## src/rtl/sb_pkg.sv

```systemverilog
// Shared widths and the buffered-store entry type for the store buffer.
package sb_pkg;

  localparam int ADDR_W        = 8;
  localparam int DATA_W        = 8;
  localparam int DEFAULT_DEPTH = 4;

  typedef struct packed {
    logic [ADDR_W-1:0] addr;
    logic [DATA_W-1:0] data;
  } sb_entry_t;

endpackage

```

## src/rtl/store_buffer_if.sv

```systemverilog
// Execute-stage request and data-memory bus of the store buffer.
interface store_buffer_if;
  import sb_pkg::*;

  logic              St_Valid;
  logic [ADDR_W-1:0] St_Addr;
  logic [DATA_W-1:0] St_Data;
  logic              Ld_Valid;
  logic [ADDR_W-1:0] Ld_Addr;
  logic              Mem_Write_EN;
  logic              Mem_Read_EN;
  logic [ADDR_W-1:0] Mem_A;
  logic [DATA_W-1:0] Mem_WD;
  logic [DATA_W-1:0] Mem_RD;
  logic [DATA_W-1:0] Ld_Data;
  logic              Ld_Done;
  logic              Stall;
  logic              Empty;

  modport master (
    output St_Valid, St_Addr, St_Data, Ld_Valid, Ld_Addr, Mem_RD,
    input  Mem_Write_EN, Mem_Read_EN, Mem_A, Mem_WD, Ld_Data, Ld_Done, Stall, Empty
  );

  modport slave (
    input  St_Valid, St_Addr, St_Data, Ld_Valid, Ld_Addr, Mem_RD,
    output Mem_Write_EN, Mem_Read_EN, Mem_A, Mem_WD, Ld_Data, Ld_Done, Stall, Empty
  );

endinterface

```

## src/rtl/sb_match.sv

```systemverilog
// Age-ordered address compare over the valid FIFO entries; reports a hit and
// the index of the youngest matching entry.
module sb_match
  import sb_pkg::*;
#(
  parameter  int DEPTH = DEFAULT_DEPTH,
  localparam int PTR_W = $clog2(DEPTH)
) (
  input  sb_entry_t         entries [DEPTH],
  input  logic [PTR_W-1:0]  head,
  input  logic [PTR_W:0]    count,
  input  logic [ADDR_W-1:0] addr,
  output logic              hit,
  output logic [PTR_W-1:0]  hit_idx
);

  logic [PTR_W-1:0] idx;

  // Walk from oldest to youngest so a later match overrides an earlier one.
  always_comb begin
    hit     = 1'b0;
    hit_idx = head;
    idx     = head;
    for (int k = 0; k < DEPTH; k++) begin
      idx = head + PTR_W'(k);
      if (((PTR_W+1)'(k) < count) && (entries[idx].addr == addr)) begin
        hit     = 1'b1;
        hit_idx = idx;
      end
    end
  end

endmodule

```

## src/rtl/store_buffer.sv

```systemverilog
// Circular store buffer sharing one data-memory port between load misses and drains.
// Define STORE_BUFFER_FWD_EN to forward load hits; otherwise hits stall until drained.
module store_buffer
  import sb_pkg::*;
#(
  parameter int DEPTH = DEFAULT_DEPTH
) (
  input logic           CLK,
  input logic           RST,
  store_buffer_if.slave sb
);

  localparam int PTR_W = $clog2(DEPTH);

  sb_entry_t         entries [DEPTH];
  logic [PTR_W-1:0]  head;
  logic [PTR_W-1:0]  tail;
  logic [PTR_W:0]    count;

  logic              ld_hit;
  logic [PTR_W-1:0]  hit_idx;
  logic              ld_read;
  logic              ld_fwd;
  logic              ld_accept;
  logic              drain;
  logic              st_accept;

  logic              ld_done_q;
  logic              ld_fwd_q;
  logic [DATA_W-1:0] fwd_data_q;

  sb_match #(.DEPTH(DEPTH)) u_match (
    .entries (entries),
    .head    (head),
    .count   (count),
    .addr    (sb.Ld_Addr),
    .hit     (ld_hit),
    .hit_idx (hit_idx)
  );

  // A load miss owns the memory port; the head drains whenever the port is free.
  always_comb begin
    ld_read   = 1'b0;
    ld_fwd    = 1'b0;
    ld_accept = 1'b0;
    drain     = 1'b0;
    st_accept = 1'b0;
    if (!RST) begin
      ld_read = sb.Ld_Valid && !ld_hit;
`ifdef STORE_BUFFER_FWD_EN
      ld_fwd    = sb.Ld_Valid && ld_hit;
      ld_accept = sb.Ld_Valid;
`else
      ld_accept = ld_read;
`endif
      drain     = (count != '0) && !ld_read;
      st_accept = sb.St_Valid && ((count != (PTR_W+1)'(DEPTH)) || drain);
    end
  end

  assign sb.Mem_Read_EN  = ld_read;
  assign sb.Mem_Write_EN = drain;
  assign sb.Mem_A        = ld_read ? sb.Ld_Addr : entries[head].addr;
  assign sb.Mem_WD       = entries[head].data;
  assign sb.Stall        = (sb.St_Valid && !st_accept) || (sb.Ld_Valid && !ld_accept);
  assign sb.Empty        = (count == '0);
  assign sb.Ld_Done      = ld_done_q;
  assign sb.Ld_Data      = !ld_done_q ? '0 : (ld_fwd_q ? fwd_data_q : sb.Mem_RD);

  always_ff @(posedge CLK) begin
    if (st_accept) begin
      entries[tail] <= '{addr: sb.St_Addr, data: sb.St_Data};
    end
  end

  always_ff @(posedge CLK) begin
    if (RST) begin
      head       <= '0;
      tail       <= '0;
      count      <= '0;
      ld_done_q  <= 1'b0;
      ld_fwd_q   <= 1'b0;
      fwd_data_q <= '0;
    end else begin
      if (st_accept) tail <= tail + PTR_W'(1);
      if (drain)     head <= head + PTR_W'(1);
      count     <= count + (PTR_W+1)'(st_accept) - (PTR_W+1)'(drain);
      ld_done_q <= ld_accept;
      ld_fwd_q  <= ld_fwd;
      if (ld_fwd) fwd_data_q <= entries[hit_idx].data;
    end
  end

endmodule
```

## src/flat_wrapper.sv

```systemverilog
// flat-port wrapper written by rule: the top's interface ports become plain ports
module store_buffer_flat import sb_pkg::*;
#(
  parameter int DEPTH = DEFAULT_DEPTH
)
  (CLK, RST, sb_St_Valid, sb_St_Addr, sb_St_Data, sb_Ld_Valid, sb_Ld_Addr, sb_Mem_RD, sb_Mem_Write_EN, sb_Mem_Read_EN, sb_Mem_A, sb_Mem_WD, sb_Ld_Data, sb_Ld_Done, sb_Stall, sb_Empty);
  store_buffer_if sb_i ();
  input logic CLK;
  input logic RST;
  input wire logic [$bits(sb_i.St_Valid)-1:0] sb_St_Valid;
  input wire logic [$bits(sb_i.St_Addr)-1:0] sb_St_Addr;
  input wire logic [$bits(sb_i.St_Data)-1:0] sb_St_Data;
  input wire logic [$bits(sb_i.Ld_Valid)-1:0] sb_Ld_Valid;
  input wire logic [$bits(sb_i.Ld_Addr)-1:0] sb_Ld_Addr;
  input wire logic [$bits(sb_i.Mem_RD)-1:0] sb_Mem_RD;
  output wire logic [$bits(sb_i.Mem_Write_EN)-1:0] sb_Mem_Write_EN;
  output wire logic [$bits(sb_i.Mem_Read_EN)-1:0] sb_Mem_Read_EN;
  output wire logic [$bits(sb_i.Mem_A)-1:0] sb_Mem_A;
  output wire logic [$bits(sb_i.Mem_WD)-1:0] sb_Mem_WD;
  output wire logic [$bits(sb_i.Ld_Data)-1:0] sb_Ld_Data;
  output wire logic [$bits(sb_i.Ld_Done)-1:0] sb_Ld_Done;
  output wire logic [$bits(sb_i.Stall)-1:0] sb_Stall;
  output wire logic [$bits(sb_i.Empty)-1:0] sb_Empty;
  assign sb_i.St_Valid = sb_St_Valid;
  assign sb_i.St_Addr = sb_St_Addr;
  assign sb_i.St_Data = sb_St_Data;
  assign sb_i.Ld_Valid = sb_Ld_Valid;
  assign sb_i.Ld_Addr = sb_Ld_Addr;
  assign sb_i.Mem_RD = sb_Mem_RD;
  assign sb_Mem_Write_EN = sb_i.Mem_Write_EN;
  assign sb_Mem_Read_EN = sb_i.Mem_Read_EN;
  assign sb_Mem_A = sb_i.Mem_A;
  assign sb_Mem_WD = sb_i.Mem_WD;
  assign sb_Ld_Data = sb_i.Ld_Data;
  assign sb_Ld_Done = sb_i.Ld_Done;
  assign sb_Stall = sb_i.Stall;
  assign sb_Empty = sb_i.Empty;
  store_buffer #(.DEPTH(DEPTH)) u_core (.CLK(CLK), .RST(RST), .sb(sb_i));
endmodule
```

## config.mk

```make
export PLATFORM = sky130hd
export DESIGN_NAME = store_buffer_flat
export DESIGN_NICKNAME = d
export VERILOG_FILES = /design/src/rtl/sb_pkg.sv /design/src/rtl/store_buffer_if.sv /design/src/rtl/sb_match.sv /design/src/rtl/store_buffer.sv /design/src/flat_wrapper.sv
export SDC_FILE = /design/constraint.sdc
export NUM_CORES = 1
export LEC_CHECK = 0
export BUFFER_PORTS_ARGS = -buffer_cell sky130_fd_sc_hd__buf_2
export CAP_MARGIN = 25
export CELL_PAD_IN_SITES_DETAIL_PLACEMENT = 0
export CELL_PAD_IN_SITES_GLOBAL_PLACEMENT = 1
export CORE_UTILIZATION = 47
export DETAILED_ROUTE_END_ITERATION = 10
export GPL_TIMING_DRIVEN = 0
export PLACE_DENSITY_LB_ADDON = 0.1
export SLEW_MARGIN = 5
export SYNTH_ARGS = -nofsm -noshare
export SYNTH_HDL_FRONTEND = slang
export SYNTH_HIERARCHICAL = 1
export SYNTH_SLANG_ARGS = --single-unit
```

## constraint.sdc

```tcl
create_clock -name CLK -period 4.2 [get_ports CLK]
set_input_delay 0.21 -clock CLK [delete_from_list [all_inputs] [get_ports CLK]]
set_output_delay 0.21 -clock CLK [all_outputs]
set_load 0.01 [all_outputs]
```

==> results of run 1 <==
-- layout make-up --
class / count / area, µm² / area share (%)
sequential: 72 / 2080 / 42.7
multi-input combinational: 187 / 1940 / 39.8
timing repair buffer: 64 / 323 / 6.62
buffer: 25 / 170 / 3.49
tap: 108 / 135 / 2.77
clock buffer: 9 / 124 / 2.54
clock inverter: 7 / 71.3 / 1.46
inverter: 8 / 30.0 / 0.616
-- how the worst max path moves through the flow --
stage / endpoint / cells past startpoint / startpoint
floorplan: u_core/count[2] / 17 / u_core/head[0]
global placement: u_core/count[2] / 19 / u_core/head[1]
detailed placement: u_core/count[2] / 19 / u_core/head[1]
CTS: u_core/count[2] / 19 / u_core/head[1]
global route: sb_Mem_A[7] / 14 / u_core/head[1]
finish: sb_Mem_A[7] / 14 / u_core/head[1]
-- worst register-to-register path: cells and delay by family, from the launching register on --
family	cells	cell delay, ns
simple gates	5	1.40
buf+inv	5	0.87
compound gates	2	0.40
flops	1	0.35
mux	1	0.27
xor+xnor	1	0.20
-- metal layers --
metal / GRT usage, % / vias up / share of wire, % / wire, µm
met5: 0 / - / 0 / 0
met4: 5.88 / 0 / 1.0 / 93
met3: 4.69 / 9 / 4.6 / 417
met2: 34.0 / 56 / 49 / 4480
met1: 27.5 / 1352 / 45 / 4060
li1: - / 1261 / - / -
-- repair_timing --
| item | CTS | global route |
|---|---|---|
| endpoints found under the setup margin | 0 | 66 |
| setup buffers | 0 | 1 |
| resized for setup | 0 | 4 |
-- sequential cells by signal, summed over array words and instances (netlist names) --
register	cells
u_core/count	3
u_core/entries	64
u_core/head	2
u_core/sb.Ld_Done	1
u_core/tail	2
-- power breakdown --
part / total [mW] / switching (mW) / leakage, nW / internal [mW]
combinational: 0.525 / 0.264 / 0.952 / 0.261
clock: 0.549 / 0.275 / 0.0949 / 0.274
sequential: 0.864 / 0.0410 / 0.647 / 0.823
==> out/metrics.cfg, run 1 <==
[finish]
instances_no_fill = 480
drive_gt1_share_pct = 34.9
final_area_mm2 = 0.00487
nets = 410
final_common_cell = buf_2
area_delta_synth_final_pct = 16.2
post-route-util_pct = 56.2
n_antenna_cell = 0
final_cell_mix = buf_2 (69), edfxtp_1 (64), xnor2_1 (30), mux2i_1 (25), mux4_2 (23)
n_fill_cell = 743

[floorplanning]
row_count = 34
dieHeight_um = 96.5
core_area_mm2 = 0.00868
dieArea_mm2 = 0.00931
initial_core_util_pct = 48.4
ios = 65
die_x_um = 96.5

[power]
total_power_mw = 1.94
p_leak_nw = 1.69
peakVddDrop_mv = 0.249
power_density_mw_per_mm2 = 398

[global_routing]
grt_pass1_vias = 2497
antenna_found_initial = 0
track_usage_pct = 20.7
grt_pass1_wl_um = 13600
grt_max_degree = 17
grt-ovfl-total = 0

[detailed_routing]
vias_per_cell = 5.58
first_pass_iters = 4
vias = 2678
routedWlPerCell_um = 18.9
wirelength_um = 9050
drc_errors = 0
drt-initial-drc-count = 123
antenna_left = 0

[clock_tree]
clock_sinks = 72
htreeDepth = 3
clock_path_buffers = 2
postCtsHoldBufs = 0
clock_tree.root_cell = clkbuf_8
cts_tree = done
numCtsBuffers = 9
clock_latency_ns = 0.35
clk_pin_slew_ns = 0.08

[worst_setup_path]
rr_endpoint = u_core/entries[30]
path_buf_inv = 5
arrival_ns = 3.74
critPathKind = flop to output pin
slowest_delay_ns = 0.58
r2r_setup_slack_ns = 0.33
cp_max_fo = 10
crit_path_frequent_cell = buf_2
cp-start-kind = flop
cp_data_required_time_ns = 3.99
endpoint_kind = output pin
cp_slowest_cell = or4_1
crit_family = buffers and inverters
reg2reg_from = u_core/head[1]
cp_cell_sequence = buf_6 -> buf_2 -> mux2i_1 -> xnor2_1 -> nor3_1 -> a31oi_1 -> nor3_1 -> or4_1 -> nor2b_1 -> buf_2 -> nor2b_1 -> buf_4 -> mux2_2 -> buf_2
rr_worst_depth = 14

[sta]
hold_ws_ns = 0.0681
timing.final.crit_period_ns = 3.95
slew_headroom_pct = 32.1
setup-tns-final_ns = 0
clock_skew_ns = 0.00945
drv_slew = 0
tightest_slew_ns = 1.02
fmax_ghz = 0.253
final_hold_viol_count = 0
rsz0062_at_grt = false
post-route-period-util_pct = 94.2
worst_slack_ns = 0.246
report.final.setup_viol = 0

[placed_design]
routabilityCongestion = 0.799
dpl.cell_count = 463
io_buffers = 63
hpwl_um = 6100
dp_slack_ns = 0.0634
place_area_mm2 = 0.00465

[hold_path]
hold_end = u_core/entries[59]
min_path_cells = 1
holdCritStartpoint = sb_St_Addr[3]
min_path_type = input pin to flop

[logic_synthesis]
syn_nets = 335
synth_area_mm2 = 0.00420
ys_warn_count = 6
syn_avg_cell_area_um2 = 14.4
synthCells = 292

[status]
status = completed

[job]
max_cap_viol_count = 0

Power figures use the tool's default switching activity.
==> inputs of run 2 (changes only) <==
--- a/config.mk
+++ b/config.mk
@@ -9,8 +9,10 @@
 export CAP_MARGIN = 25
 export CELL_PAD_IN_SITES_DETAIL_PLACEMENT = 0
 export CELL_PAD_IN_SITES_GLOBAL_PLACEMENT = 1
-export CORE_UTILIZATION = 47
+export CORE_MARGIN = 2
+export CORE_UTILIZATION = 43
 export DETAILED_ROUTE_END_ITERATION = 10
+export GPL_ROUTABILITY_DRIVEN = 0
 export GPL_TIMING_DRIVEN = 0
 export PLACE_DENSITY_LB_ADDON = 0.1
 export SLEW_MARGIN = 5
==> constraint.sdc (replaced) <==
create_clock -name CLK -period 3.5 [get_ports CLK]
set_input_delay 0.175 -clock CLK [delete_from_list [all_inputs] [get_ports CLK]]
set_output_delay 0.175 -clock CLK [all_outputs]
set_load 0.01 [all_outputs]
==> run 2 against run 1 <==
Against the previous run:
- the run now ends with setup timing left
- power increased by 20%
- via count increased by 0.41%
- non-clock buffer count increased by 10
- sequential share of layout area decreased by 2.6 points
- combinational power increased by 38%
- design area increased by 6.6%
- clock power increased by 2%
- register-to-register slack got worse by 0.39 ns
- clock-buffer cell count increased by 1
- hold slack got worse by 0.033 ns
- die area increased by 13%
- critical path depth unchanged
- critical path type unchanged
- largest cell class unchanged
==> out/metrics.cfg, run 2 (same netlist as run 1, synthesis figures left out) <==
[worst_setup_path]
cp_cell_sequence = buf_8 -> buf_12 -> buf_6 -> mux2i_1 -> xnor2_1 -> nor3_1 -> o221ai_1 -> nor3_1 -> or4_4 -> nor2b_4 -> nor2b_4 -> buf_8 -> mux2_4 -> buf_6
slowest_delay_ns = 0.57
rr_endpoint = u_core/count[1]
r2r_setup_slack_ns = -0.06
cp_data_required_time_ns = 3.32
reg2reg_from = u_core/head[1]
cp_max_fo = 7
cp_slowest_cell = or4_4
arrival_ns = 3.47
rr_worst_depth = 17
endpoint_kind = output pin
cp-start-kind = flop
critPathKind = flop to output pin

[power]
power_density_mw_per_mm2 = 447
p_comb_share_pct = 31.3
total_power_mw = 2.33
p_leak_nw = 1.83
switching_share_pct = 29.8
p_int_mw = 1.63
seq_power_share_pct = 44.5
p_switching_mw = 0.693
pwr-share-clk_pct = 24.2
peakVddDrop_mv = 0.255

[hold_path]
holdCritStartpoint = sb_St_Addr[0]
hold_end = u_core/entries[24]
min_path_cells = 1
min_path_type = input pin to flop

[placed_design]
dpl.cell_count = 488
dp_slack_ns = -0.439
hpwl_um = 6260
io_buffers = 63
place_area_mm2 = 0.00468

[clock_tree]
clock_path_buffers = 2
clk_pin_slew_ns = 0.08
clock_latency_ns = 0.35
cts_tree = done
numCtsBuffers = 9
htreeDepth = 3
clock_tree.root_cell = clkbuf_8
clock_sinks = 72

[detailed_routing]
vias_per_cell = 5.22
drt-initial-drc-count = 130
vias = 2689
wirelength_um = 9440
routedWlPerCell_um = 18.3
first_pass_iters = 4
drc_errors = 0
antenna_left = 0

[global_routing]
grt_pass1_vias = 2571
track_usage_pct = 18.8
antenna_found_initial = 0
grt_max_degree = 17
grt_pass1_wl_um = 14300
grt-ovfl-total = 0

[sta]
hold_ws_ns = 0.0347
tightest_slew_ns = 0.488
slew_headroom_pct = 67.5
timing.final.crit_period_ns = 3.64
worst_slack_ns = -0.144
setup-tns-final_ns = -1.14
fmax_ghz = 0.274
post-route-period-util_pct = 104
report.final.setup_viol = 9
clock_skew_ns = 0.0119
final_hold_viol_count = 0
drv_slew = 0
rsz0062_at_grt = true

[job]
max_cap_viol_count = 0

[finish]
final_area_mm2 = 0.00520
instances_no_fill = 515
n_antenna_cell = 0
post-route-util_pct = 53.9
largest_reg_flops = 64
drive_gt1_share_pct = 44.5
final_common_cell = edfxtp_1
top_register = u_core/entries
nets = 420
area_delta_synth_final_pct = 23.8
reg_top3 = u_core/entries (64), u_core/count (3)
final_cell_mix = edfxtp_1 (64), buf_2 (58), xnor2_1 (29), mux4_2 (27), mux2i_1 (19)

[floorplanning]
initial_core_util_pct = 43.5
dieArea_mm2 = 0.0106
dieHeight_um = 103
ios = 65
core_area_mm2 = 0.00964
die_x_um = 103
row_count = 36

[status]
violations = setup timing
status = finished, violations left

[run 2: cell types whose count changed in the layout (fill, tap and decap cells not counted), sizes merged]
| cell | change |
|---|---|
| inv | -1 |
| clkbuf | +1 |
| bufbuf | +1 |
| buf | +9 |
| clkinv | +1 |
| bufinv | -1 |
[run 2: area by class of cell]
class	count	area, µm²
Clock buffer	10	128
Multi-Input combinational cell	187	2040
Tap cell	133	166
Inverter	8	33.8
Timing Repair Buffer	75	488
Sequential cell	72	2080
Buffer	24	216
Clock inverter	6	37.5
Fill cell	866	4440
[run 2: worst max-delay path: cells and delay by family (launching register included)]
family / cells / cell delay (ns)
AOI/OAI and AO/OA: 1 / 0.17
and+or+nand+nor: 5 / 1.24
DFF: 1 / 0.34
buffers and inverters: 5 / 0.66
muxes: 2 / 0.52
xor gates and xnor gates: 1 / 0.19
[run 2: worst max path at each step]
| stage | startpoint | endpoint | slack (ns) | cells after the start |
|---|---|---|---|---|
| 6_report | u_core/head[1] | sb_Mem_A[6] | -0.14 | 14 |
| 5_1_grt | u_core/head[1] | sb_Mem_A[0] | -0.25 | 14 |
| 4_1_cts | u_core/head[1] | sb_Mem_A[7] | -0.18 | 13 |
| 3_5_place_dp | u_core/head[0] | u_core/entries[13] | -0.44 | 11 |
| 3_3_place_gp | u_core/head[1] | u_core/entries[29] | -0.42 | 13 |
| 2_1_floorplan | u_core/head[0] | u_core/count[2] | 0.04 | 16 |
[run 2: metal layers]
layer / vias to the layer above / part of all wire [%] / global-route usage [%]
li1: 1279 / - / -
met1: 1323 / 44 / 25.4
met2: 71 / 49 / 30.5
met3: 16 / 4.4 / 2.92
met4: 0 / 2.3 / 8.30
met5: - / 0 / 0
[run 2: power groups by stage]
stage | clock network, mW | logic, mW | registers, mW
after floorplan | 0 | 0.461 | 1.04
after global placement | 0 | 0.624 | 1.05
after detailed placement | 0 | 0.624 | 1.05
after CTS | 0.587 | 0.680 | 1.04
after global routing | 0.612 | 0.794 | 1.04
final | 0.562 | 0.727 | 1.04
[run 2: what timing repair did]
item | in CTS | in global routing
endpoints found under the setup margin | 76 | 74
gates cloned | 2 | 0
buffers inserted | 7 | 3
pin swaps | 6 | 9
gates resized for setup | 37 | 34
hold buffers | 0 | 0
==> inputs of run 3 (changes only) <==
--- a/config.mk
+++ b/config.mk
@@ -14,6 +14,7 @@
 export DETAILED_ROUTE_END_ITERATION = 10
 export GPL_ROUTABILITY_DRIVEN = 0
 export GPL_TIMING_DRIVEN = 0
+export MAX_ROUTING_LAYER = met4
 export PLACE_DENSITY_LB_ADDON = 0.1
 export SLEW_MARGIN = 5
 export SYNTH_ARGS = -nofsm -noshare
==> run 3 against run 2 <==
Against the previous run:
- the run still ends with setup timing left
- worst setup slack got worse by 0.013 ns
- via count down 0.63%
- power up 0.26%
- first-iteration DRC count down 18%
- hold slack lost 0.0097 ns
- die area unchanged
- global-route usage up 0.59 points
- critical path type unchanged
- highest routed layer unchanged
==> out/metrics.cfg, run 3 (same netlist as run 1, synthesis figures left out) <==
[sta]
rsz0062_at_grt = true
tightest_slew_ns = 0.490
report.final.setup_viol = 9
timing.final.crit_period_ns = 3.66
post-route-period-util_pct = 104
fmax_ghz = 0.273
clock_skew_ns = 0.0122
slew_headroom_pct = 67.4
hold_ws_ns = 0.0249
worst_slack_ns = -0.157
drv_slew = 0
final_hold_viol_count = 0
setup-tns-final_ns = -1.24

[global_routing]
track_usage_pct = 19.4
grt_pass1_wl_um = 14300
grt_max_degree = 17
grt-ovfl-total = 0
grt_pass1_vias = 2570
antenna_found_initial = 0

[finish]
n_fill_cell = 866
reg_top3 = u_core/entries (64), u_core/count (3)
final_common_cell = edfxtp_1
final_cell_mix = edfxtp_1 (64), buf_2 (58), xnor2_1 (29), mux4_2 (27), mux2i_1 (19)
area_delta_synth_final_pct = 23.8
drive_gt1_share_pct = 44.5
instances_no_fill = 515
n_antenna_cell = 0
post-route-util_pct = 53.9
nets = 420
largest_reg_flops = 64
top_register = u_core/entries

[placed_design]
hpwl_um = 6260
dpl.cell_count = 488
io_buffers = 63

[detailed_routing]
drc_errors = 0
antenna_left = 0
wirelength_um = 9490
drt-initial-drc-count = 107
vias = 2672
routedWlPerCell_um = 18.4
vias_per_cell = 5.19
first_pass_iters = 4

[worst_setup_path]
cp_data_required_time_ns = 3.32
cp_max_fo = 7
r2r_setup_slack_ns = -0.06
endpoint_kind = output pin
arrival_ns = 3.48
reg2reg_from = u_core/head[1]
critPathKind = flop to output pin
rr_worst_depth = 17
rr_endpoint = u_core/count[1]
cp-start-kind = flop

[floorplanning]
core_area_mm2 = 0.00964
row_count = 36
die_x_um = 103
dieArea_mm2 = 0.0106
ios = 65
initial_core_util_pct = 43.5
dieHeight_um = 103

[job]
max_cap_viol_count = 0

[clock_tree]
clk_pin_slew_ns = 0.08
clock_sinks = 72
clock_path_buffers = 2
numCtsBuffers = 9
clock_tree.root_cell = clkbuf_8
htreeDepth = 3
clock_latency_ns = 0.36
cts_tree = done

[hold_path]
hold_end = u_core/entries[24]
min_path_type = input pin to flop
min_path_cells = 1
holdCritStartpoint = sb_St_Addr[0]

[power]
peakVddDrop_mv = 0.256
p_leak_nw = 1.83
power_density_mw_per_mm2 = 449

[status]
violations = setup timing
status = finished, violations left

run 3: stage by stage:
step	worst slack, ns	cell area [µm²]	power, mW
finish	-0.157	5200	2.33
CTS	-0.180	5050	2.30
global placement	-0.416	4680	1.68
global route	-0.254	5200	2.45
floorplan	0.0447	4200	1.50
detailed placement	-0.439	4680	1.68
run 3: layout make-up:
cell class / count / area (µm²) / area share, %
Timing Repair Buffer: 75 / 488 / 9.39
Multi-Input combinational cell: 187 / 2040 / 39.3
Inverter: 8 / 33.8 / 0.650
Buffer: 24 / 216 / 4.17
Clock inverter: 6 / 37.5 / 0.722
Clock buffer: 10 / 128 / 2.46
Tap cell: 133 / 166 / 3.20
Sequential cell: 72 / 2080 / 40.1
run 3: worst max-delay path by stage:
stage / start / end / slack (ns) / depth (start not counted)
after CTS: u_core/head[1] / sb_Mem_A[7] / -0.18 / 13
after global routing: u_core/head[1] / sb_Mem_A[0] / -0.25 / 14
after global placement: u_core/head[1] / u_core/entries[29] / -0.42 / 13
after floorplan: u_core/head[0] / u_core/count[2] / 0.04 / 16
after detailed placement: u_core/head[0] / u_core/entries[13] / -0.44 / 11
final: u_core/head[1] / sb_Mem_A[6] / -0.16 / 14
run 3: metal layers:
metal / share of wire, % / global-route usage [%]
met5: 0 / -
met4: 2.7 / 8.30
met3: 3.6 / 2.71
met2: 49 / 30.5
met1: 45 / 25.5
run 3: power by group:
part / internal [mW] / switching, mW / total, mW / leakage, nW
logic: 0.390 / 0.337 / 0.727 / 1.10
registers: 0.987 / 0.0488 / 1.04 / 0.648
clock network: 0.254 / 0.313 / 0.568 / 0.0898
run 3: critical path, stage by stage, from the launching register on:
cell and delay, ns:
dfxtp_2 0.34, buf_8 0.14, buf_12 0.13, buf_6 0.10, mux2i_1 0.20, xnor2_1 0.19, nor3_1 0.12, o221ai_1 0.16
nor3_1 0.07, or4_4 0.57, nor2b_4 0.23, nor2b_4 0.26, buf_8 0.17, mux2_4 0.32, buf_6 0.12
run 3: repair_timing:
| item | CTS | global route |
|---|---|---|
| cloned | 2 | 0 |
| pin swaps | 6 | 9 |
| hold buffers | 0 | 0 |
| gates resized for setup | 37 | 34 |
| endpoints found under the setup margin | 76 | 74 |
| setup buffers | 7 | 3 |
